File: src/rtl/uart_tx_cfg.sv
// Configurable UART transmitter with a small TX FIFO; each frame runs with the
// format and baud divisor that were in effect when its byte left the FIFO.
module uart_tx_cfg #(
  parameter int unsigned FIFO_DEPTH = 4,
  parameter int unsigned DIV_W      = 16
) (
  input  logic                          clk,
  input  logic                          rst,
  input  logic [DIV_W-1:0]              cfg_div,
  input  logic [1:0]                    cfg_data_bits,
  input  logic [1:0]                    cfg_parity,
  input  logic                          cfg_stop2,
  input  logic                          wr_valid,
  output logic                          wr_ready,
  input  logic [7:0]                    byte_in,
  output logic                          tx_serial,
  output logic                          busy,
  output logic [$clog2(FIFO_DEPTH):0]   fifo_level
);

  localparam int unsigned AW = $clog2(FIFO_DEPTH);
  localparam int unsigned LW = AW + 1;

  typedef enum logic [2:0] {IDLE, START, DATA, PARITY, STOP} state_t;

  state_t           r_state;
  state_t           w_next;
  logic             w_load;
  logic             w_push;
  logic             w_tick;
  logic             w_last_data;
  logic             w_last_stop;
  logic [7:0]       w_head;
  logic [7:0]       w_mask;

  logic [7:0]       r_mem [FIFO_DEPTH];
  logic [AW-1:0]    r_wr_ptr;
  logic [AW-1:0]    r_rd_ptr;
  logic [LW-1:0]    r_level;

  logic [DIV_W-1:0] r_div;
  logic [DIV_W-1:0] r_cnt;
  logic [1:0]       r_bits;
  logic             r_par_en;
  logic             r_par_bit;
  logic             r_stop2;
  logic [7:0]       r_data;
  logic [2:0]       r_bit_idx;
  logic             r_tx;

  assign wr_ready    = (r_level != LW'(FIFO_DEPTH));
  assign w_push      = wr_valid && wr_ready;
  assign w_head      = r_mem[r_rd_ptr];
  assign w_tick      = (r_cnt == '0);
  assign w_last_data = (r_bit_idx == (3'(r_bits) + 3'd4));
  assign w_last_stop = (r_bit_idx[0] == r_stop2);
  assign busy        = (r_state != IDLE) || (r_level != '0);
  assign fifo_level  = r_level;
  assign tx_serial   = r_tx;

  // Data-length mask: bits above the frame length never reach the line or the parity.
  always_comb begin
    w_mask = 8'hFF;
    case (cfg_data_bits)
      2'd0:    w_mask = 8'h1F;
      2'd1:    w_mask = 8'h3F;
      2'd2:    w_mask = 8'h7F;
      default: w_mask = 8'hFF;
    endcase
  end

  always_ff @(posedge clk) begin
    if (rst) r_state <= IDLE;
    else     r_state <= w_next;
  end

  // Next state; w_load pops the FIFO head and latches the frame configuration.
  always_comb begin
    w_next = r_state;
    w_load = 1'b0;
    case (r_state)
      IDLE: begin
        if (r_level != '0) begin
          w_next = START;
          w_load = 1'b1;
        end
      end
      START:  if (w_tick) w_next = DATA;
      DATA:   if (w_tick && w_last_data) w_next = r_par_en ? PARITY : STOP;
      PARITY: if (w_tick) w_next = STOP;
      STOP: begin
        if (w_tick && w_last_stop) begin
          if (r_level != '0) begin
            w_next = START;
            w_load = 1'b1;
          end else begin
            w_next = IDLE;
          end
        end
      end
      default: w_next = IDLE;
    endcase
  end

  always_ff @(posedge clk) begin
    if (!rst && w_push) r_mem[r_wr_ptr] <= byte_in;
  end

  always_ff @(posedge clk) begin
    if (rst) begin
      r_wr_ptr <= '0;
      r_rd_ptr <= '0;
      r_level  <= '0;
    end else begin
      if (w_push) r_wr_ptr <= r_wr_ptr + AW'(1);
      if (w_load) r_rd_ptr <= r_rd_ptr + AW'(1);
      r_level <= r_level + LW'(w_push) - LW'(w_load);
    end
  end

  // Frame registers, bit-period down-counter and bit index (restarts on every state change).
  always_ff @(posedge clk) begin
    if (rst) begin
      r_div     <= '0;
      r_cnt     <= '0;
      r_bits    <= '0;
      r_par_en  <= 1'b0;
      r_par_bit <= 1'b0;
      r_stop2   <= 1'b0;
      r_data    <= '0;
      r_bit_idx <= '0;
    end else if (w_load) begin
      r_div     <= cfg_div;
      r_cnt     <= cfg_div;
      r_bits    <= cfg_data_bits;
      r_par_en  <= (cfg_parity == 2'd1) || (cfg_parity == 2'd2);
      r_par_bit <= (^(w_head & w_mask)) ^ (cfg_parity == 2'd2);
      r_stop2   <= cfg_stop2;
      r_data    <= w_head & w_mask;
      r_bit_idx <= '0;
    end else if (r_state != IDLE) begin
      if (w_tick) begin
        r_cnt     <= r_div;
        r_bit_idx <= (w_next != r_state) ? 3'd0 : r_bit_idx + 3'd1;
      end else begin
        r_cnt <= r_cnt - DIV_W'(1);
      end
    end
  end

  always_ff @(posedge clk) begin
    if (rst) begin
      r_tx <= 1'b1;
    end else begin
      case (r_state)
        START:   r_tx <= 1'b0;
        DATA:    r_tx <= r_data[r_bit_idx];
        PARITY:  r_tx <= r_par_bit;
        default: r_tx <= 1'b1;
      endcase
    end
  end

endmodule

File: config.mk
export PLATFORM = sky130hd
export DESIGN_NAME = uart_tx_cfg
export DESIGN_NICKNAME = d
export VERILOG_FILES = /design/src/rtl/uart_tx_cfg.sv
export SDC_FILE = /design/constraint.sdc
export NUM_CORES = 1
export LEC_CHECK = 0
export ABC_AREA = 1
export BUFFER_PORTS_ARGS = -buffer_cell sky130_fd_sc_hd__buf_2
export CORE_MARGIN = 2
export CORE_UTILIZATION = 40
export DETAILED_ROUTE_END_ITERATION = 8
export PLACE_DENSITY = 0.57
export SLEW_MARGIN = 20
export SYNTH_ARGS = -nofsm -noshare
export SYNTH_HDL_FRONTEND = slang
export SYNTH_SLANG_ARGS = --single-unit
File: constraint.sdc
create_clock -name clk -period 2.6 [get_ports clk]
set_input_delay 0 -clock clk [delete_from_list [all_inputs] [get_ports clk]]
set_output_delay 0 -clock clk [all_outputs]
set_load 0.005 [all_outputs]
## Word-level counts from Yosys, hierarchy flattened

Memory sizes are Yosys's and may differ from the RTL's. A register that Yosys moved wholly into a read port is not among the register bits.
Index checks and enable logic that the tools add are counted.

- $add $sub $neg: 7
- Multiply operators: 0
- Div/mod/pow operators: 0
- $lt $le $gt $ge: 1
- Eq/ne operators: 12
- Shift-type cells: 0
- Multiplexer cells: 23
- Bitwise gates (word level): 2
- Reductions and logical operators: 16

Operators with widths:

| operator | number |
|---|---|
| $mux W16 | 3 |
| $pmux W8 S3 | 1 |
| $mux W3 | 7 |
| $logic_not A16 Y1 | 1 |
| $sub A16 B1 Y16 const B | 1 |
| $pmux W3 S5 | 1 |
| $and A8 B8 Y8 | 1 |
| $reduce_xor A8 Y1 | 1 |
| $eq A3 B2 Y1 const B | 2 |
| $mux W1 | 6 |
| $reduce_bool A3 Y1 | 2 |
| $add A2 B1 Y2 const B | 2 |
| $eq A2 B1 Y1 const B | 2 |
| $eq A2 B2 Y1 const B | 2 |
| $logic_and A1 B1 Y1 | 4 |
| $lt A3 B4 Y1 const B | 1 |
| $mux W2 | 2 |
| $add A2 B3 Y3 const B | 1 |
| $add A3 B1 Y3 | 1 |
| $add A3 B1 Y3 const B | 1 |
| $bmux W1 S3 | 1 |
| $eq A3 B1 Y1 const B | 1 |
| $eq A3 B3 Y1 | 1 |
| $eq A3 B3 Y1 const B | 1 |
| other kinds (14) | 15 |

- Register bits after elaboration: 59
- Latch bits: 0
- RAM bits: 32
- Bits in read-only memories: 0
- Input port bits: 32
- Output and inout bits: 6
- Memories: 1

Memories:

| name | depth | bits a word | rd ports | clocked after memory_dff | write ports | line | source |
|---|---|---|---|---|---|---|---|
| r_mem | 4 | 8 | 1 | 1 | 1 | 36 | `logic [7:0] r_mem [FIFO_DEPTH];` |

## Depth between registers and ports, before layout

Gate-level depths: netlist of the first run.

- Word-level depth: 7
- Mapped depth: 18
- Gate-level depth less buffers: 17

## Worst setup path before layout of the first run

No wires, ideal clock.

- Kind: register to register
- From: register r_cnt[0]
- To: register r_level[2] (netlist: fifo_level[2])
- Arrival time: 2624 ps
- Setup slack: -94 ps
- Cell stages (with the launch flop): 19
- Path buffers: 1
- Period minus slack after synthesis: 2694 ps
- Cells stage by stage: dfxtp_1 inv_1 ha_1 nand3_2 nor2_4 nand2_2 or2_4 nand2_4 nand2_4 clkinv_2 buf_4 ha_1 inv_1 ha_1 inv_1 fa_1 inv_1 o21ai_0 a21oi_1

- Word-level cells in the longest chain between the ends: 5

RTL lines:

| element | line | source |
|---|---|---|
| start, declared | 42 | `logic [DIV_W-1:0] r_cnt;` |
| start signal, assigned | 134 | `r_cnt <= cfg_div;` |
| start signal, assigned | 143 | `r_cnt <= r_div;` |
| start signal, assigned | 146 | `r_cnt <= r_cnt - DIV_W'(1);` |
| $logic_not A16 Y1 | 54 | `assign w_tick = (r_cnt == '0);` |
| $logic_and A1 B1 Y1 | 92 | `if (w_tick && w_last_stop) begin` |
| $mux W1 | 92 |  |
| $pmux W1 S2 | 81 | `case (r_state)` |
| via w_load | 28 | `logic w_load;` |
| $sub A3 B1 Y3 | 117 | `r_level <= r_level + LW'(w_push) - LW'(w_load);` |
| end signal, assigned | 117 |  |
| end, declared | 39 | `logic [LW-1:0] r_level;` |

The timed path passes the listed nets, and every way through them passes these cells.
A chain may end at the register's enable or synchronous reset.

## Final worst setup path of the first run

- From: register r_cnt[1]
- To: register r_level[2] (netlist: fifo_level[2])

- Word-level cells in the longest chain between the ends: 5

RTL lines:

| element | line |
|---|---|
| $logic_not A16 Y1 | 54 |
| $logic_and A1 B1 Y1 | 92 |
| $mux W1 | 92 |
| $pmux W1 S2 | 81 |
| $sub A3 B1 Y3 | 117 |

Every way passes these cells.

==> out/metrics.cfg, run 1 <==
[min_path]
hold_path_end=r_data[6]$_SDFFE_PP0P_
min-delay-start=cfg_data_bits[1]
hold_depth=3
hp-class=primary input to flop

[worst_setup_path]
timing.rr.end=fifo_level[2]$_SDFF_PP0_
path_max_fanout=4
cp.required_ns=2.88
critPathArrivalTime_ns=2.71
setup.worst_path.start_class=flop
cp-end-kind=flop
ff2ff_setup_slack_ns=0.17
criticalPathCategory=flop to flop
r2r_start=r_cnt[1]$_SDFFE_PP0P_
reg2reg_depth=17

[finish]
fin_nets=702
area_growth_pct=20.8
drive_above_1_share_pct=12.6
design_area_mm2=0.00550
antenna_cells=0

[cts]
clockBufferDepth=2
cts_sinks=93
cts.htree.levels=3
clkLatencyLatePin_ns=0.35
cts_root_buf=clkbuf_16
cts_tree=done
cts.clk_slew.worst_paths_ns=0.06
cts_buffers=9

[drt]
avgViaCountPerCell=4.95
drtPass1Iterations=4
drt_iter0_drc=198
wl_per_cell_um=13.2
drc=0
wl_mm=10.6
drtAntennaViolNets=0
via_count=3988

[synthesis]
netlist_area_mm2=0.00455
synth_cell_types=36
synth_common_cells=nand2_1, inv_1, nor2_1
post-synth-top-area-cell=dfxtp_1
synth_edf_count=32
yosysMostFrequentCell=nand2_1
synth_warnings=0
yosys_register_bits=93
ys.flop_type=dfxtp_1
synthCells=593
ys_seq_area_share_pct=47.9
synthTopCellsByArea=dfxtp_1, edfxtp_1, nand2_1
syn-num-nets=635
syn_avg_cell_area_um2=7.68
async_reset_ff_share_pct=0
synth_top_area_share_pct=26.8

[placed_design]
pre_cts_ws_ns=0.136
place.gp.congestion=0.824
portBuffers=37
hpwl_mm=7.39
postPlaceCellArea_mm2=0.00491

[sta]
relSlewSlack_pct=69.1
grt_setup_unrepaired=no
finalMaxSlewViolations=0
min_period_over_period_pct=93.4
finalHoldViolations=0
timing.final.ws_setup_ns=0.173
fin_setup_tns_ns=0
fin_skew_ns=0.00443
worst_pin_slew_ns=0.463
fmax_mhz=412
min_period_ns=2.43
setup_viol=0

[global_route]
grt_pass1_vias=3880
grt_pass1_wl_mm=18.2
grt-ovfl-total=0
track_usage_pct=18.4
grt_max_degree=42
antenna_found_initial=0

[power]
power_density_mw_per_mm2=1130
ir_worst_vdd_uv=518
leakage_uw=0.00243

[floorplanning]
dieArea_mm2=0.0123
rows=38
core-area_mm2=0.0110
die_h_um=111
ios=38
initial_core_util_pct=41.5
die_w_um=111

[run_status]
run_status=finished, final reports clean

[run]
maxCapViolations=0

[worst max path at each step]
| stage | from | end | slack (ns) | depth (start not counted) |
|---|---|---|---|---|
| after global routing | r_cnt[1]$_SDFFE_PP0P_ | fifo_level[2]$_SDFF_PP0_ | 0.005 | 17 |
| after CTS | r_cnt[0]$_SDFFE_PP0P_ | fifo_level[2]$_SDFF_PP0_ | 0.10 | 17 |
| after global placement | r_cnt[0]$_SDFFE_PP0P_ | fifo_level[2]$_SDFF_PP0_ | 0.18 | 17 |
| after floorplan | r_cnt[0]$_SDFFE_PP0P_ | fifo_level[2]$_SDFF_PP0_ | 0.007 | 18 |
| after detailed placement | r_cnt[0]$_SDFFE_PP0P_ | fifo_level[2]$_SDFF_PP0_ | 0.14 | 17 |
| final | r_cnt[1]$_SDFFE_PP0P_ | fifo_level[2]$_SDFF_PP0_ | 0.17 | 17 |
[report_power, final]
group          switching, uW  internal [uW]
logic                   1800            996
registers                234           1870
clock network            558            769
total                   2590           3640
[per-layer routing]
metal	GRT usage (%)	routed length, um	vias to the layer above
met5	0	0	-
met2	31.1	5020	50
met1	22.8	5050	1853
met3	2.95	286	15
li1	-	-	2070
met4	8.92	290	0
[state kept, by name (all words and copies together) (netlist names), 2 cells and up, named ones only]
signal,cells
fifo_level,3
r_bit_idx,3
r_bits,2
r_cnt,16
r_data,8
r_div,16
r_mem,32
r_rd_ptr,2
r_state,3
r_wr_ptr,2
[worst max-delay path, stage by stage (launching register included)]
cell and delay [ns]:
dfxtp_1 0.31, inv_2 0.10, ha_4 0.18, nand3_4 0.10, nor2_4 0.10, nand2_2 0.06
or2_4 0.24, nand2_4 0.08, nand2_4 0.05, clkinv_2 0.06, ha_1 0.22, inv_1 0.06
ha_1 0.13, inv_1 0.05, fa_1 0.35, inv_1 0.07, o21ai_0 0.08, a21oi_1 0.12
[cells in the final DEF (no fill, tap or decap), types with 3 or more instances in the layout]
master / synthesis / routed
o21ai_0: 42 / 42
dfxtp_1: 61 / 61
o22ai_1: 7 / 7
o211ai_1: 5 / 5
nor2_2: 2 / 4
nand2_1: 141 / 141
xor2_1: 7 / 7
inv_2: 2 / 4
a31oi_1: 3 / 3
nor2_1: 62 / 60
nor3_1: 4 / 4
xnor2_1: 4 / 4
clkbuf_16: 0 / 9
nand3_1: 47 / 47
o31ai_1: 5 / 5
buf_4: 1 / 15
dlygate4sd3_1: 0 / 27
a21oi_1: 36 / 36
nand4_1: 4 / 4
o21ai_1: 11 / 11
inv_1: 72 / 70
edfxtp_1: 32 / 32
buf_2: 6 / 37
ha_1: 9 / 8
[layout make-up]
type | count | area (um2)
Clock buffer | 10 | 239
Clock inverter | 6 | 60.1
Fill cell | 1104 | 5480
Inverter | 75 | 283
Multi-Input combinational cell | 402 | 1990
Sequential cell | 93 | 2180
Tap cell | 140 | 175
Timing Repair Buffer | 79 | 568
[cell families (layout without fill, tap and decap cells)]
family                   count (synthesis)  in the layout  share of synthesized area, %
AO/OA/AOI/OAI                          112            112                          13.3
XOR/XNOR                                11             11                          2.12
adder cells (fa/ha/maj)                 10             10                          2.91
buffers and inverters                   98            170                          8.85
flip-flops                              93             93                          47.9
AND/OR/NAND/NOR                        269            269                          24.9
[stage by stage]
| stage | instances | hold slack [ns] | total power, uW | utilization, % |
|---|---|---|---|---|
| after floorplan | 593 | 0.0989 | 4230 | - |
| after global placement | 762 | 0.207 | 4790 | 44.7 |
| after detailed placement | 762 | 0.214 | 4860 | 44.7 |
| after CTS | 805 | 0.00344 | 6250 | 49.9 |
| after global routing | 805 | 0.0286 | 6810 | 50.1 |
| final | 805 | 0.0120 | 6230 | 50.1 |
[timing repair]
action,4_1_cts,5_1_grt
resized for setup,0,4
endpoints found under the hold margin,60,0
hold buffers,27,0
setup buffers,0,0
setup endpoints to repair,0,1
No activity file was read; power rests on OpenSTA's default activity.
==> run 2: changes to the inputs <==
--- a/config.mk
+++ b/config.mk
@@ -10,7 +10,9 @@
 export CORE_MARGIN = 2
 export CORE_UTILIZATION = 40
 export DETAILED_ROUTE_END_ITERATION = 8
-export PLACE_DENSITY = 0.57
+export PLACE_DENSITY = 0.55
+export REMOVE_ABC_BUFFERS = 1
+export SKIP_LAST_GASP = 1
 export SLEW_MARGIN = 20
 export SYNTH_ARGS = -nofsm -noshare
 export SYNTH_HDL_FRONTEND = slang
==> constraint.sdc (replaced) <==
create_clock -name clk -period 3.1 [get_ports clk]
set_input_delay 0 -clock clk [delete_from_list [all_inputs] [get_ports clk]]
set_output_delay 0 -clock clk [all_outputs]
set_load 0.005 [all_outputs]
==> run 2 against run 1 <==
Maximum frequency fell by 8.8%; sequential power decreased by 16%; hold slack improved by 0.012 ns; count of clock-buffer cells in the layout did not move; critical path depth unchanged; critical endpoint unchanged; clock power fell by 9%.
==> out/metrics.cfg, run 2 (synthesis gave the netlist of run 1 again) <==
[sta]
grt_setup_unrepaired=no  ; unchanged
worst_pin_slew_ns=0.916  ; was 0.463 ns
finalHoldViolations=0  ; unchanged
fmax_mhz=376  ; was 412 MHz
fin_skew_ns=0.00661  ; was 0.00443 ns
finalMaxSlewViolations=0  ; unchanged
setup_viol=0  ; unchanged
holdWs_ns=0.0243  ; was 0.0120 ns
fin_setup_tns_ns=0  ; unchanged
relSlewSlack_pct=38.9  ; was 69.1%
min_period_ns=2.66  ; was 2.43 ns
min_period_over_period_pct=85.9  ; was 93.4%

[worst_setup_path]
critPathArrivalTime_ns=2.94  ; was 2.71 ns
ff2ff_setup_slack_ns=0.44  ; was 0.17 ns
timing.rr.end=fifo_level[2]$_SDFF_PP0_  ; unchanged
cp.required_ns=3.37  ; was 2.88 ns
cp-end-kind=flop  ; unchanged
criticalPathCategory=flop to flop  ; unchanged
setup.worst_path.start_class=flop  ; unchanged
reg2reg_depth=17  ; unchanged
r2r_start=r_cnt[0]$_SDFFE_PP0P_  ; was r_cnt[1]$_SDFFE_PP0P_
path_max_fanout=6  ; was 4

[power]
p_int_uw=3080  ; was 3640 uW
switching_share_pct=41.2  ; was 41.6%
p_sw_uw=2160  ; was 2590 uW
clock_power_share_pct=23.2  ; was 21.3%
ir_worst_vdd_uv=487  ; was 518 uV
power_density_mw_per_mm2=963  ; was 1130 mW/mm2
p_seq_share_pct=34.0  ; was 33.8%
p_comb_share_pct=42.8  ; was 44.9%
leakage_uw=0.00240  ; was 0.00243 uW

[drt]
drc=0  ; unchanged
via_count=3906  ; was 3,988
wl_mm=10.6  ; about the same
drt_iter0_drc=179  ; was 198
drtAntennaViolNets=0  ; unchanged
wl_per_cell_um=13.3  ; was 13.2 um
avgViaCountPerCell=4.91  ; was 4.95
drtPass1Iterations=4  ; unchanged

[floorplanning]
ios=38  ; unchanged
initial_core_util_pct=41.5  ; unchanged
dieArea_mm2=0.0123  ; unchanged
die_h_um=111  ; unchanged
rows=38  ; unchanged
core-area_mm2=0.0110  ; unchanged
die_w_um=111  ; unchanged

[global_route]
grt_pass1_wl_mm=17.8  ; was 18.2 mm
track_usage_pct=17.7  ; was 18.4%
grt-ovfl-total=0  ; unchanged
grt_pass1_vias=3729  ; was 3,880
antenna_found_initial=0  ; unchanged
grt_max_degree=42  ; unchanged

[cts]
cts.clk_slew.worst_paths_ns=0.07  ; was 0.06 ns
cts_root_buf=clkbuf_16  ; unchanged
cts_buffers=9  ; unchanged
clkLatencyLatePin_ns=0.34  ; was 0.35 ns
ctsResizeCount=0  ; unchanged
postCtsSetupBuffers=0  ; unchanged
cts_sinks=93  ; unchanged
clockBufferDepth=2  ; unchanged
cts_tree=done  ; unchanged
cts.htree.levels=3  ; unchanged
postCtsHoldBufs=27  ; unchanged

[finish]
antenna_cells=0  ; unchanged
final_cell_mix=nand2_1, inv_1, nor2_1  ; was nand2_1, inv_1, dfxtp_1
drive_above_1_share_pct=10.8  ; was 12.6%
fin_nets=692  ; was 702
layout_commonest_cell=nand2_1  ; unchanged
largest_reg_flops=32  ; unchanged
utilization_pct=49.5  ; was 50.1%
area_growth_pct=19.3  ; was 20.8%
reg_top3=r_mem: 32 flops, r_cnt: 16 flops, r_div: 16 flops  ; unchanged
top_register=r_mem  ; unchanged

[placed_design]
hpwl_mm=7.13  ; was 7.39 mm
place.gp.congestion=0.853  ; was 0.824
portBuffers=37  ; unchanged

[min_path]
hold_path_end=r_bits[1]$_SDFFE_PP0P_  ; was r_data[6]$_SDFFE_PP0P_
min-delay-start=cfg_data_bits[1]  ; unchanged
hp-class=primary input to flop  ; unchanged
hold_depth=3  ; unchanged

[run]
maxCapViolations=0  ; unchanged

[run_status]
run_status=finished, final reports clean  ; unchanged

[run 2: cell types whose count changed in the layout (fill, tap and decap cells not counted), moves of 2 or more]
cell / previous run / this run
inv_1: 70 / 72
nor2_2: 4 / 2
clkinv_1: 2 / 0
nor2_1: 60 / 62
buf_4: 15 / 5
inv_2: 4 / 2
[run 2: power by group through the flow]
| stage | Combinational [uW] | Clock (uW) | Sequential (uW) |
|---|---|---|---|
| floorplan | 1620 | 0 | 1770 |
| global placement | 2170 | 0 | 1800 |
| detailed placement | 2210 | 0 | 1800 |
| CTS | 2240 | 1250 | 1780 |
| global route | 2580 | 1290 | 1820 |
| finish | 2240 | 1210 | 1780 |
[run 2: cell type report]
class | count | area [um2]
Clock buffer | 10 | 239
Multi-Input combinational cell | 402 | 1970
Tap cell | 140 | 175
Inverter | 75 | 283
Sequential cell | 93 | 2180
Clock inverter | 6 | 93.8
Fill cell | 1091 | 5550
Timing Repair Buffer | 69 | 493
[run 2: worst max-delay path, cell delays in order (launching register included)]
cell	delay [ns]
dfxtp_1	0.30
inv_1	0.11
ha_1	0.24
nand3_2	0.15
nor2_4	0.20
nand2_2	0.08
or2_4	0.24
nand2_4	0.08
nand2_4	0.07
clkinv_2	0.06
ha_1	0.22
inv_1	0.06
ha_1	0.13
inv_1	0.05
fa_1	0.34
inv_1	0.07
o21ai_0	0.08
a21oi_1	0.12
[run 2: worst max path at each step]
stage,startpoint,endpoint,slack (ns),cells past startpoint
floorplan,r_cnt[0]$_SDFFE_PP0P_,fifo_level[2]$_SDFF_PP0_,0.02,17
global placement,r_cnt[0]$_SDFFE_PP0P_,fifo_level[2]$_SDFF_PP0_,0.52,17
detailed placement,r_cnt[0]$_SDFFE_PP0P_,fifo_level[2]$_SDFF_PP0_,0.46,17
CTS,r_cnt[0]$_SDFFE_PP0P_,fifo_level[2]$_SDFF_PP0_,0.43,17
global route,r_cnt[0]$_SDFFE_PP0P_,fifo_level[2]$_SDFF_PP0_,0.25,17
finish,r_cnt[0]$_SDFFE_PP0P_,fifo_level[2]$_SDFF_PP0_,0.44,17
[run 2: metal layers]
metal / global-route usage, % / share of wire [%] / up-vias
li1: - / - / 2053
met1: 23.6 / 49 / 1793
met2: 29.2 / 47 / 56
met3: 3.55 / 3.1 / 4
met4: 5.08 / 0.71 / 0
met5: 0 / 0 / -
[run 2: through the flow]
step / instances / worst slack, ns / area, um2 / total power, uW
6_report: 795 / 0.438 / 5430 / 5230
2_1_floorplan: 570 / 0.0218 / 4430 / 3390
5_1_grt: 795 / 0.249 / 5430 / 5690
3_5_place_dp: 752 / 0.461 / 4830 / 4010
3_3_place_gp: 752 / 0.524 / 4830 / 3970
4_1_cts: 795 / 0.431 / 5430 / 5270
==> run 3: changes to the inputs <==
==> constraint.sdc (replaced) <==
create_clock -name clk -period 2.8 [get_ports clk]
set_input_delay 0 -clock clk [delete_from_list [all_inputs] [get_ports clk]]
set_output_delay 0 -clock clk [all_outputs]
set_load 0.005 [all_outputs]
==> run 3 against run 2 <==
Wire length increased by 0.71%; sequential power up 11%; utilization shrank 0.080 points; via count is 1.0% higher; hold slack worse by 0.0092 ns; combinational power rose by 12%; die area is the same; sequential share of layout area up 0.065 points; global-route usage up 0.40 points; critical path type unchanged.
==> out/metrics.cfg, run 3 (synthesis gave the netlist of run 1 again) <==
[worst_setup_path]
cp-end-kind=flop  ; unchanged
ff2ff_setup_slack_ns=0.22  ; was 0.44 ns
reg2reg_depth=17  ; unchanged
crit_start=r_cnt[1]$_SDFFE_PP0P_  ; was r_cnt[0]$_SDFFE_PP0P_
setup.worst_path.start_class=flop  ; unchanged
r2r_start=r_cnt[1]$_SDFFE_PP0P_  ; was r_cnt[0]$_SDFFE_PP0P_
timing.rr.end=fifo_level[2]$_SDFF_PP0_  ; unchanged
path_max_fanout=4  ; was 6
criticalPathCategory=flop to flop  ; unchanged
critical_path.endpoint=fifo_level[2]$_SDFF_PP0_  ; unchanged
cp.required_ns=3.08  ; was 3.37 ns
critPathArrivalTime_ns=2.86  ; was 2.94 ns

[drt]
avgViaCountPerCell=4.94  ; was 4.91
drtAntennaViolNets=0  ; unchanged
drc=0  ; unchanged
wl_per_cell_um=13.4  ; was 13.3 um
via_count=3946  ; was 3,906
wl_mm=10.7  ; was 10.6 mm
drtPass1Iterations=4  ; unchanged
drt_iter0_drc=220  ; was 179

[placed_design]
portBuffers=37  ; unchanged
place.gp.congestion=0.873  ; was 0.853
hpwl_mm=7.23  ; was 7.13 mm
place_inst=754  ; was 752
postPlaceCellArea_mm2=0.00485  ; was 0.00483 mm2

[cts]
cts.clk_slew.worst_paths_ns=0.07  ; about the same
cts.htree.levels=3  ; unchanged
cts_sinks=93  ; unchanged
cts_root_buf=clkbuf_16  ; unchanged
cts_buffers=9  ; unchanged
cts_tree=done  ; unchanged
clockBufferDepth=2  ; unchanged
clkLatencyLatePin_ns=0.35  ; was 0.34 ns

[finish]
fin_nets=695  ; was 692
largest_reg_flops=32  ; unchanged
drive_above_1_share_pct=11.4  ; was 10.8%
stdcell_count=798  ; was 795
area_growth_pct=19.2  ; was 19.3%
antenna_cells=0  ; unchanged
final_cell_mix=nand2_1, inv_1, nor2_1  ; unchanged
reg_top3=r_mem: 32 flops, r_cnt: 16 flops, r_div: 16 flops  ; unchanged
top_register=r_mem  ; unchanged
layout_commonest_cell=nand2_1  ; unchanged
design_area_mm2=0.00543  ; about the same

[sta]
min_period_over_period_pct=92.3  ; was 85.9%
setup_viol=0  ; unchanged
finalHoldViolations=0  ; unchanged
min_period_ns=2.58  ; was 2.66 ns
fin_skew_ns=0.00600  ; was 0.00661 ns
relSlewSlack_pct=40.6  ; was 38.9%
finalMaxSlewViolations=0  ; unchanged
holdWs_ns=0.0151  ; was 0.0243 ns
grt_setup_unrepaired=no  ; unchanged
fmax_mhz=387  ; was 376 MHz
worst_pin_slew_ns=0.890  ; was 0.916 ns

[min_path]
min-delay-start=cfg_div[14]  ; was cfg_data_bits[1]
hp-class=primary input to flop  ; unchanged

[run_status]
run_status=finished, final reports clean  ; unchanged

[power]
ir_worst_vdd_uv=444  ; was 487 uV
p_sw_uw=2390  ; was 2160 uW
leakage_uw=0.00240  ; about the same
power_density_mw_per_mm2=1050  ; was 963 mW/mm2
clock_power_share_pct=21.7  ; was 23.2%
p_seq_share_pct=34.4  ; was 34.0%
power.total_uw=5710  ; was 5230 uW
p_int_uw=3320  ; was 3080 uW
p_comb_share_pct=43.9  ; was 42.8%
switching_share_pct=41.9  ; was 41.2%

[global_route]
grt_pass1_vias=3747  ; was 3,729
grt_pass1_wl_mm=18.0  ; was 17.8 mm
track_usage_pct=18.1  ; was 17.7%
antenna_found_initial=0  ; unchanged
grt_max_degree=42  ; unchanged
grt-ovfl-total=0  ; unchanged

[floorplanning]
die_w_um=111  ; unchanged
die_h_um=111  ; unchanged
ios=38  ; unchanged
dieArea_mm2=0.0123  ; unchanged
initial_core_util_pct=41.5  ; unchanged
rows=38  ; unchanged
core-area_mm2=0.0110  ; unchanged

[run]
maxCapViolations=0  ; unchanged

run 3: changes by cell type in the layout (fill, tap and decap cells not counted), sizes merged:
cell and change:
dlygate4sd3 -1, clkinv +1, bufinv -1, buf +4
run 3: layout make-up:
class / count / area [um2]
clock buffer: 10 / 229
fill: 1076 / 5560
timing repair buffer: 72 / 513
inverter: 75 / 283
tap: 140 / 175
clock inverter: 6 / 72.6
sequential: 93 / 2180
multi-input combinational: 402 / 1970
run 3: worst min path at each step:
stage / end / slack, ns / cells after the start
floorplan: fifo_level[1]$_SDFF_PP0_ / 0.07 / 1
global placement: r_mem[3][7]$_DFFE_PP_ / 0.21 / 1
detailed placement: r_mem[0][7]$_DFFE_PP_ / 0.22 / 1
CTS: r_div[14]$_SDFFE_PP0P_ / 0.008 / 3
global route: r_div[14]$_SDFFE_PP0P_ / 0.004 / 3
finish: r_div[14]$_SDFFE_PP0P_ / 0.02 / 3
run 3: power groups by stage:
stage / registers, uW / clock network (uW) / logic [uW]
final: 1970 / 1240 / 2500
after global placement: 1990 / 0 / 2410
after detailed placement: 1990 / 0 / 2450
after floorplan: 1960 / 0 / 1790
after global routing: 2010 / 1330 / 2910
after CTS: 1970 / 1270 / 2500
run 3: metal layers:
layer | share of wire, % | GRT usage [%]
met5 | 0 | 0
met3 | 2.8 | 3.61
met1 | 50 | 23.7
met2 | 46 | 29.6
met4 | 1.6 | 6.75
run 3: stage by stage:
step                util (%)  setup WS (ns)  TNS, ns
CTS                     49.2          0.103        0
finish                  49.4          0.216        0
detailed placement      44.1          0.131        0
global placement        44.1          0.227        0
floorplan                  -         -0.278   -0.505
global route            49.4         0.0136        0
run 3: critical path: stages (launching register included):
cell	delay, ns
dfxtp_1	0.30
inv_1	0.10
ha_2	0.23
nand3_2	0.14
nor2_4	0.14
nand2_2	0.07
or2_4	0.25
nand2_4	0.09
nand2_4	0.06
clkinv_2	0.07
ha_1	0.22
inv_1	0.05
ha_1	0.13
inv_1	0.05
fa_1	0.36
inv_1	0.07
o21ai_0	0.08
a21oi_1	0.12
run 3: repair_timing:
item,in CTS,in global routing
hold endpoints to repair,58,0
resized for setup,0,1
setup buffers,0,2
setup endpoints to repair,0,2
hold buffers,26,0
